$ cat src/rtl/alu.sv
// alu: 16-bit ALU with a registered result and registered zero/negative flags
module alu (
    input  logic        clk,
    input  logic        rst,
    input  logic [15:0] inA,
    input  logic [15:0] inB,
    input  logic        inc,
    input  logic [2:0]  opc,
    output logic [15:0] w,
    output logic        zer,
    output logic        neg
);
    logic [15:0] w_d, w_q;
    logic        zer_d, zer_q, neg_d, neg_q;
    always_comb begin
        w_d = opc == 3'd0 ? inA + inB + {15'd0, inc} :
              opc == 3'd1 ? inA + ~inB + {15'd0, ~inc} :
              opc == 3'd2 ? inA & inB :
              opc == 3'd3 ? inA | inB :
              opc == 3'd4 ? inA ^ inB :
              opc == 3'd5 ? ~inA :
              opc == 3'd6 ? {inA[15], inA[15:1]} :
                            inB;
        zer_d = w_d == 16'h0000;
        neg_d = w_d[15];
    end
    always_ff @(posedge clk) begin
        if (rst) begin
            w_q   <= 16'h0000;
            zer_q <= 1'b1;
            neg_q <= 1'b0;
        end else begin
            w_q   <= w_d;
            zer_q <= zer_d;
            neg_q <= neg_d;
        end
    end
    assign w   = w_q;
    assign zer = zer_q;
    assign neg = neg_q;
endmodule

$ cat config.mk
export PLATFORM = sky130hd
export DESIGN_NAME = alu
export DESIGN_NICKNAME = d
export VERILOG_FILES = /design/src/rtl/alu.sv
export SDC_FILE = /design/constraint.sdc
export NUM_CORES = 1
export LEC_CHECK = 0
export CORE_MARGIN = 3
export CORE_UTILIZATION = 44
export CTS_CLUSTER_SIZE = 14
export DETAILED_ROUTE_END_ITERATION = 10
export GPL_ROUTABILITY_DRIVEN = 0
export PLACE_DENSITY = 0.75
export SLEW_MARGIN = 20
export SYNTH_ARGS = -nofsm -noshare
export SYNTH_HDL_FRONTEND = slang
export SYNTH_SLANG_ARGS = --single-unit
$ cat constraint.sdc
create_clock -name clk -period 2.55 [get_ports clk]
set_input_delay 0.255 -clock clk [delete_from_list [all_inputs] [get_ports clk]]
set_output_delay 0.255 -clock clk [all_outputs]
set_load 0.02 [all_outputs]
==> metrics.cfg <==
[yosys]
ys_types=69
synth_edf_count=0
synthCells=467
synth.avg_cell_area_um2=7.29
ys_ff_latch=17
ys_seq_area_share_pct=10.0
synth_nets=555
netlist_area_mm2=0.00340
dominantRegCellSynth=dfxtp_1
ys_warn_count=0
ys_async_sr_fraction_pct=0

[clock_network]
path_clk_slew_ns=0.06
clockBufferDepth=2
cts_tree=built
cts_buffers=3
cts_root_buf=clkbuf_8
clock_sinks=17
ctsHoldBuffers=0
cts_max_level=1

[worst_setup_path]
crit_top_cell=buf_4
worst-path-max-fanout=5
slowest_delay_ns=0.35
endpoint=zer
critical_path_class=in -> reg
startpoint=inA[1]
crit_required_ns=2.75
critPathLaunchType=primary input
cp_cell_sequence=dlygate4sd2_1 > buf_6 > ha_1 > a211oi_2 > buf_4 > buf_4 > o211ai_1 > a311o_1 > o311ai_2 > xor2_1 > a22oi_2 > a311oi_1 > and4_1 > a41o_1
worstPathArrival_ns=3.00
cp_slowest_cell=a311o_1
critPathCaptureType=register

[global_route]
grt_pass1_vias=4705
grtUsageMet2_pct=54.2
top_usage_layer=met2
grt_max_degree=76
grt_util_met1_pct=38.3
grt_pass1_wl_mm=22.7
grt_util_all_layers_pct=32.3
antenna_found_initial=0
grt_util_met3_pct=6.17
grt_overflow=0

[timing]
rsz0062_at_grt=yes
holdWs_ns=0.574
post-route-period-util_pct=110
fmax_ghz=0.357
finalSetupViolCount=3
slew_headroom_pct=57.3
maxSlewViolCount=0
min_period_ns=2.80
worst-slew-pin-transition_ns=0.639
setup_ws_ns=-0.255
hold_viol=0

[detailed_routing]
wirelength_mm=15.8
drc=0
ant_nets=0
drt-initial-drc-count=826
first_pass_iters=7
viasPerCell=6.52
vias=4900
routedWlPerCell_um=21.0

[finish]
layout-drive-gt1-share_pct=41.7
final_util_pct=77.5
nFillCells=448
stdcell_count=752
area_growth_pct=67.8
diodes=0
seq_area_um2=340
final_common_cell=buf_4
final_cell_mix=buf_4, nor2_1, clkdlybuf4s50_1, ha_1, inv_1
num-nets-final=742
multi_input_area_mm2=0.00324

[place]
io_buffers=55
dp.cells=734
dp_hpwl_mm=9.74
dpl_worst_slack_ns=-0.944

[run_status]
status=finished with violations
violations=setup timing

[floorplanning]
die_x_um=93.9
initial_core_util_pct=46.2
coreArea_mm2=0.00737
rows=31
die_y_um=93.9
die_area_mm2=0.00883
ios=56

[power_and_ir_drop]
total_power_mw=1.82
cellPowerDensity_mw_per_mm2=319
peakVddDrop_mv=0.166
leakagePower_nw=2.60

[flow_run]
cap_violations=0

[worst_hold_path]
hold_path.class=in -> reg

registers in the layout, indices dropped and copies added (netlist names):
register / cells
w: 16
zer: 1
Yosys cell counts (all sizes together) (7+ instances only):
master	number	area, µm²
nor2	50	188
o21ai	24	120
buf	22	110
dfxtp	17	340
inv	52	195
a22oi	8	60.1
nand2b	7	43.8
nand2	31	116
a211oi	9	67.6
nor3	15	80.1
o211ai	8	60.1
clkbuf	9	33.8
ha	46	576
nand3	12	60.1
nor2b	11	68.8
a21oi	36	180
mux4	9	203
mux2i	12	120
area by class of cell:
class	instances	area share (%)
Clock buffer	3	0.723
Multi-Input combinational cell	367	56.8
Sequential cell	17	5.96
Inverter	52	3.46
Tap cell	99	2.17
Clock inverter	1	0.0876
Timing Repair Buffer	213	30.8
metal layers:
layer | wire, µm | up-vias | part of all wire (%)
met4 | 1280 | 0 | 8.1
met2 | 6990 | 473 | 44
met3 | 1980 | 164 | 12
li1 | - | 2061 | -
met5 | 0 | - | 0
met1 | 5560 | 2202 | 35
through the flow:
stage          instance area [µm²]  setup TNS (ns)
6_report                      5710          -0.306
5_1_grt                       5710          -0.833
4_1_cts                       5480          -0.212
3_5_place_dp                  5030           -7.32
3_3_place_gp                  5030           -6.52
2_1_floorplan                 3410          -0.107
worst min path at each step:
stage | start | endpoint | slack [ns] | depth (start not counted)
after detailed placement | opc[0] | w[10] | 0.99 | 5
after CTS | inB[0] | w[0] | 0.57 | 4
after global placement | opc[0] | w[10] | 0.95 | 5
final | inB[0] | w[0] | 0.57 | 4
after floorplan | rst | w[3] | 0.32 | 1
after global routing | inB[0] | w[0] | 0.58 | 4
logic make-up after synthesis:
logic type	Yosys count	share of synthesized area [%]
xor+xnor	7	1.80
fa+ha+maj	50	19.3
compound gates	137	27.5
simple gates	152	22.0
flops	17	10.0
buf+inv	83	9.96
mux	21	9.49
power by group:
group          leakage (nW)  internal [mW]  switching, mW
logic                  2.43          0.637          0.683
registers             0.142          0.294        0.00673
clock network        0.0255          0.109         0.0926
timing repair:
| action | CTS | global route |
|---|---|---|
| endpoints found under the hold margin | 0 | 0 |
| buffers inserted | 12 | 3 |
| gates cloned | 0 | 0 |
| pin swaps | 34 | 28 |
| setup endpoints to repair | 12 | 7 |
| resized for setup | 110 | 46 |
critical path: cells and delay by family:
family | cells | cell delay [ns]
XOR/XNOR | 1 | 0.26
AND/OR/NAND/NOR | 1 | 0.23
adder cells (fa/ha/maj) | 1 | 0.25
buffers and inverters | 4 | 0.67
AO/OA/AOI/OAI | 7 | 1.32
(Power assumes the default switching activity.)
